===== config.mk =====
export PLATFORM = sky130hd
export DESIGN_NAME = sfp_tx_stream_fifo
export DESIGN_NICKNAME = d
export VERILOG_FILES = /design/src/rtl/sfp_pkg.sv /design/src/rtl/sfp_fifo_mem.sv /design/src/rtl/sfp_tx_stream_fifo.sv
export SDC_FILE = /design/constraint.sdc
export NUM_CORES = 1
export LEC_CHECK = 0
export BUFFER_PORTS_ARGS = -buffer_cell sky130_fd_sc_hd__buf_4
export CELL_PAD_IN_SITES_DETAIL_PLACEMENT = 0
export CELL_PAD_IN_SITES_GLOBAL_PLACEMENT = 1
export CORE_ASPECT_RATIO = 0.75
export CORE_UTILIZATION = 45
export DETAILED_ROUTE_END_ITERATION = 10
export HOLD_SLACK_MARGIN = 0.12
export PLACE_DENSITY = 0.74
export SKIP_CTS_REPAIR_TIMING = 1
export SYNTH_ARGS = -nofsm -noshare
export SYNTH_HDL_FRONTEND = slang
export SYNTH_SLANG_ARGS = --single-unit

===== constraint.sdc =====
create_clock -name i_clk -period 8.9 [get_ports i_clk]
set_clock_uncertainty 0.05 [all_clocks]
set_input_delay 1.335 -clock i_clk [delete_from_list [all_inputs] [get_ports i_clk]]
set_output_delay 1.335 -clock i_clk [all_outputs]
set_load 0.01 [all_outputs]

===== src/rtl/sfp_pkg.sv =====
// Shared SFP handler definitions: stream frame layout, default FIFO depth and status command codes.
package sfp_pkg;

  localparam int unsigned SFP_DATA_W     = 64;
  localparam int unsigned SFP_FIFO_DEPTH = 16;

  localparam int unsigned ID_MSB   = 63;
  localparam int unsigned ID_LSB   = 62;
  localparam int unsigned CMD_MSB  = 61;
  localparam int unsigned CMD_LSB  = 32;
  localparam int unsigned DATA_MSB = 31;

  typedef enum logic [29:0] {
    CmdSts0 = 30'h200_0000,
    CmdSts1 = 30'h200_0001,
    CmdSts2 = 30'h200_0002,
    CmdSts3 = 30'h200_0003,
    CmdSts4 = 30'h200_0004,
    CmdSts5 = 30'h200_0005,
    CmdSts6 = 30'h200_0006,
    CmdSts7 = 30'h200_0007,
    CmdSts8 = 30'h200_0008
  } sfp_sts_cmd_e;

  function automatic logic [SFP_DATA_W-1:0] sfp_frame(input logic [1:0]  id,
                                                     input logic [29:0] cmd,
                                                     input logic [31:0] data);
    return {id, cmd, data};
  endfunction

endpackage


===== src/rtl/sfp_fifo_mem.sv =====
// Simple dual-port storage: synchronous write, asynchronous read, no reset so it can map to LUTRAM.
module sfp_fifo_mem #(
  parameter int unsigned DATA_W = 64,
  parameter int unsigned DEPTH  = 16,
  parameter int unsigned ADDR_W = $clog2(DEPTH)
) (
  input  logic              clk_i,
  input  logic              we_i,
  input  logic [ADDR_W-1:0] waddr_i,
  input  logic [DATA_W-1:0] wdata_i,
  input  logic [ADDR_W-1:0] raddr_i,
  output logic [DATA_W-1:0] rdata_o
);

  logic [DATA_W-1:0] mem_q [DEPTH];

  always_ff @(posedge clk_i) begin
    if (we_i) begin
      mem_q[waddr_i] <= wdata_i;
    end
  end

  assign rdata_o = mem_q[raddr_i];

endmodule


===== src/rtl/sfp_tx_stream_fifo.sv =====
// FWFT AXI-Stream FIFO feeding the SFP TX arbiter; writes into a full FIFO are dropped and counted.
// Optional high-water mark register enabled by defining SFP_FIFO_HWM_EN.
module sfp_tx_stream_fifo
  import sfp_pkg::*;
#(
  parameter int unsigned DATA_W = SFP_DATA_W,
  parameter int unsigned DEPTH  = SFP_FIFO_DEPTH,
  parameter int unsigned ADDR_W = $clog2(DEPTH)
) (
  input  logic              i_clk,
  input  logic              i_rst,
  input  logic              i_clr,
  input  logic [DATA_W-1:0] s_tdata,
  input  logic              s_tvalid,
  output logic              s_tready,
  output logic [DATA_W-1:0] m_tdata,
  output logic              m_tvalid,
  input  logic              m_tready,
  output logic [31:0]       o_wr_data_cnt,
  output logic [15:0]       o_drop_cnt,
  output logic              o_overflow,
  output logic [31:0]       o_hwm
);

  logic [ADDR_W:0]   wr_ptr_q, wr_ptr_d, rd_ptr_q, rd_ptr_d, cnt_q, cnt_d;
  logic [15:0]       drop_cnt_q, drop_cnt_d;
  logic              overflow_q, overflow_d;
  logic              full, empty, push, pop, drop;
  logic [DATA_W-1:0] rd_data;

  // Extra pointer MSB separates full (MSBs differ) from empty (pointers equal).
  assign full  = (wr_ptr_q[ADDR_W] != rd_ptr_q[ADDR_W]) &&
                 (wr_ptr_q[ADDR_W-1:0] == rd_ptr_q[ADDR_W-1:0]);
  assign empty = (wr_ptr_q == rd_ptr_q);

  assign push = s_tvalid & ~full & ~i_clr;
  assign drop = s_tvalid &  full & ~i_clr;
  assign pop  = m_tvalid & m_tready & ~i_clr;

  always_comb begin
    wr_ptr_d   = wr_ptr_q;
    rd_ptr_d   = rd_ptr_q;
    cnt_d      = cnt_q;
    drop_cnt_d = drop_cnt_q;
    overflow_d = overflow_q;
    if (i_clr) begin
      wr_ptr_d   = '0;
      rd_ptr_d   = '0;
      cnt_d      = '0;
      drop_cnt_d = '0;
      overflow_d = 1'b0;
    end else begin
      if (push) wr_ptr_d = wr_ptr_q + 1'b1;
      if (pop)  rd_ptr_d = rd_ptr_q + 1'b1;
      unique case ({push, pop})
        2'b10:   cnt_d = cnt_q + 1'b1;
        2'b01:   cnt_d = cnt_q - 1'b1;
        default: cnt_d = cnt_q;
      endcase
      if (drop) begin
        overflow_d = 1'b1;
        if (drop_cnt_q != 16'hFFFF) drop_cnt_d = drop_cnt_q + 16'd1;
      end
    end
  end

  always_ff @(posedge i_clk or negedge i_rst) begin
    if (!i_rst) begin
      wr_ptr_q   <= '0;
      rd_ptr_q   <= '0;
      cnt_q      <= '0;
      drop_cnt_q <= '0;
      overflow_q <= 1'b0;
    end else begin
      wr_ptr_q   <= wr_ptr_d;
      rd_ptr_q   <= rd_ptr_d;
      cnt_q      <= cnt_d;
      drop_cnt_q <= drop_cnt_d;
      overflow_q <= overflow_d;
    end
  end

`ifdef SFP_FIFO_HWM_EN
  logic [ADDR_W:0] hwm_q, hwm_d;

  // cnt_d is already zero under i_clr, but the clear is kept explicit.
  always_comb begin
    hwm_d = hwm_q;
    if (i_clr) begin
      hwm_d = '0;
    end else if (cnt_d > hwm_q) begin
      hwm_d = cnt_d;
    end
  end

  always_ff @(posedge i_clk or negedge i_rst) begin
    if (!i_rst) begin
      hwm_q <= '0;
    end else begin
      hwm_q <= hwm_d;
    end
  end

  assign o_hwm = {{(31 - ADDR_W){1'b0}}, hwm_q};
`else
  assign o_hwm = 32'd0;
`endif

  sfp_fifo_mem #(
    .DATA_W (DATA_W),
    .DEPTH  (DEPTH),
    .ADDR_W (ADDR_W)
  ) u_mem (
    .clk_i   (i_clk),
    .we_i    (push),
    .waddr_i (wr_ptr_q[ADDR_W-1:0]),
    .wdata_i (s_tdata),
    .raddr_i (rd_ptr_q[ADDR_W-1:0]),
    .rdata_o (rd_data)
  );

  assign s_tready      = ~full;
  assign m_tvalid      = ~empty;
  assign m_tdata       = empty ? '0 : rd_data;
  assign o_wr_data_cnt = {{(31 - ADDR_W){1'b0}}, cnt_q};
  assign o_drop_cnt    = drop_cnt_q;
  assign o_overflow    = overflow_q;

endmodule


==> metrics.md <==
| Metric | Value |
|---|---|
| Crit. End Element | output port |
| Peak Freq | 0.170 GHz |
| Post-DRT Antenna Nets | 0 |
| Htree depth | 3 |
| Worst r2r src | rd_ptr_q[2] |
| Max-Cap Viols | 0 |
| Total detailed-routing wirelength | 89.9 mm |
| Post-synthesis cell type count | 51 |
| Worst Tran Pin Value | 1.27 ns |
| Final hold vios | 0 |
| CORE AREA | 90,100 µm² |
| 1st-pass router iterations | 5 |
| Cell depth of the worst hold path | 2 |
| DR vias/cell | 5.73 |
| # DRC | 0 |
| Clock Sinks | 1,056 |
| Worst setup path category | reg2out |
| Largest net degree at the start of global routing | 171 |
| Fraction of registers with async set/reset | 0.0303 |
| Slowest CP cell | dfrtp_4 |
| Avg Inst Size Synth | 23.2 µm² |
| Skew-Pair Late Insertion Delay | 0.64 ns |
| Synth Instances | 1,771 |
| Gpl congestion | 0.727 |
| CP max stage delay | 0.98 ns |
| CP max FO | 111 |
| Initial Util | 0.457 |
| Post-synth EDFFs | 1,024 |
| Hold Path Origin | o_overflow |
| Drt first-iter violations | 1,919 |
| Power Density | 237 nW/µm² |
| Root Buffer | clkbuf_16 |
| Initial antenna violation count | 6 |
| Peak supply drop | 0.181 mV |
| Fin cells | 3,270 |
| Synth-to-layout area growth | 13.8% |
| # rows | 95 |
| CTS tree | done |
| IO Pins | 216 |
| Vias in the first global route | 19,200 |
| Hpwl dp | 45.9 mm |
| Clk buf depth | 3 |
| Worst Hold Class | reg2reg |
| Routed len/inst | 27.5 µm |
| First-pass GRT wire length | 132 mm |
| Utilization after layout | 0.520 |
| Final min period | 5.88 ns |
| Syn Std Cell Area | 41,200 µm² |
| CTS clock-pin slew for the worst setup and hold paths | 0.06 ns |
| Run status | complete, no violations |
| Sequential fraction of the synthesis area | 0.766 |
| Hold EP | o_overflow |
| Setup slack, reg-to-reg | 4.08 ns |
| Most common cell after layout, fill and taps aside | edfxtp_1 |
| Top_reg_cell synth | edfxtp_1 |
| Routed via count | 18,700 |
| Layout cells sized above 1 | 0.332 |
| # nets final | 2,055 |
| Crit start category | flop |
| Setup violators final | 0 |
| Finished Cell Area | 46,800 µm² |
| Most frequent cells in the layout | edfxtp_1 (1,024), mux4_2 (320), buf_4 (193) |
| GRT Residual Overflow | 0 |
| Slew margin rel. | 0.156 |
| Synth Register Bits | 1,056 |
| Yosys warning count | 0 |
| Post-Place Cells | 3,090 |
| Max-slew violation count | 0 |
| Cell Chain, Critical Path | buf_12 > buf_4 > mux4_2 > mux4_2 > and2_1 > buf_4 |
| Overall Global Routing Usage | 0.196 |
| R2r endpoint | u_mem.mem_q[4][31] |
| Hold slack | 0.470 ns |
| Final critical-path share of the clock period | 0.661 |
| Pleak | 14.6 nW |
| Port buffer count | 156 |
| Die area | 92,700 µm² |
| Die Wd | 351 µm |
| Placed cell areas | 43,700 µm² |
| CP required | 7.52 ns |
| Die Y | 264 µm |
| R2R cell count | 7 |
| Setup_tns | 0 ns |
| Cts bufs inserted | 98 |
| RSZ-0062 raised after global routing | no |
| Critical Path AT | 4.50 ns |
## state kept, by name, summed over array words and instances, names as in the netlist
| register | flops |
|---|---|
| wr_ptr_q | 5 |
| cnt_q | 5 |
| o_drop_cnt | 16 |
| o_overflow | 1 |
| rd_ptr_q | 5 |
| u_mem.mem_q | 1024 |
## cells by family after synthesis
group | share of synthesized area
XOR/XNOR | 0.00593
flip-flops | 0.766
other | 0.0000911
buffers and inverters | 0.0205
multiplexers | 0.176
AO/OA/AOI/OAI | 0.00568
adder cells (fa/ha/maj) | 0.00243
AND/OR/NAND/NOR | 0.0230
## Yosys cell counts (all sizes together), types with 4 or more instances
master | count | area, µm²
nor2 | 40 | 150
nand3 | 10 | 55.1
xor2 | 10 | 95.1
ha | 8 | 100
a21oi | 6 | 30.0
nor2b | 4 | 25.0
nor4 | 4 | 40.0
o21ai | 4 | 20.0
dfrtp | 32 | 801
clkbuf | 55 | 206
nor3 | 16 | 80.1
edfxtp | 1024 | 30700
buf | 91 | 611
nand2b | 6 | 37.5
xnor2 | 17 | 149
nand4 | 5 | 31.3
mux4 | 320 | 7210
nand2 | 18 | 67.6
and2 | 64 | 400
inv | 7 | 26.3
## metrics by stage
step / total power, mW / setup slack [ns]
final: 11.1 / 3.02
after global routing: 11.5 / 2.63
after CTS: 11.2 / 2.81
after detailed placement: 7.12 / 3.55
after global placement: 7.09 / 3.59
after floorplan: 6.63 / 1.87
## power breakdown
part / internal, mW / switching [mW] / total, mW / leakage (nW)
clock: 2.31 / 1.81 / 4.13 / 1.54
sequential: 5.50 / 0.0594 / 5.56 / 9.66
combinational: 0.747 / 0.673 / 1.42 / 3.43
total: 8.56 / 2.54 / 11.1 / 14.6
## final cells by class
| type | count | area [µm²] |
|---|---|---|
| Fill cell | 6972 | 43300 |
| Sequential cell | 1056 | 31600 |
| Multi-Input combinational cell | 620 | 9110 |
| Clock buffer | 121 | 2560 |
| Tap cell | 1212 | 1520 |
| Timing Repair Buffer | 195 | 1490 |
| Clock inverter | 58 | 577 |
| Inverter | 7 | 26.3 |
| Antenna cell | 1 | 2.50 |
## layer usage
layer	track usage	vias to the layer above	part of all wire	wire (µm)
met5	0	-	0.00058	52
li1	-	7755	-	-
met3	0.0378	133	0.072	6500
met2	0.304	626	0.48	43400
met1	0.293	10200	0.43	38500
met4	0.0394	10	0.016	1410
## worst max-delay path by stage
stage,cells after the start,from,slack (ns),end
after floorplan,4,s_tvalid,1.87,u_mem.mem_q[0][0]
after global placement,6,rd_ptr_q[0],3.59,m_tdata[3]
after detailed placement,6,rd_ptr_q[0],3.55,m_tdata[3]
after CTS,6,rd_ptr_q[0],2.81,m_tdata[39]
after global routing,6,rd_ptr_q[0],2.63,m_tdata[39]
final,6,rd_ptr_q[0],3.02,m_tdata[39]
## worst max-delay path: cells and delay by family, from the launching register on
| kind | cells | cell delay [ns] |
|---|---|---|
| simple gates | 1 | 0.23 |
| buf+inv | 3 | 1.41 |
| flops | 1 | 0.98 |
| mux | 2 | 1.07 |
(Power assumes the default switching activity.)
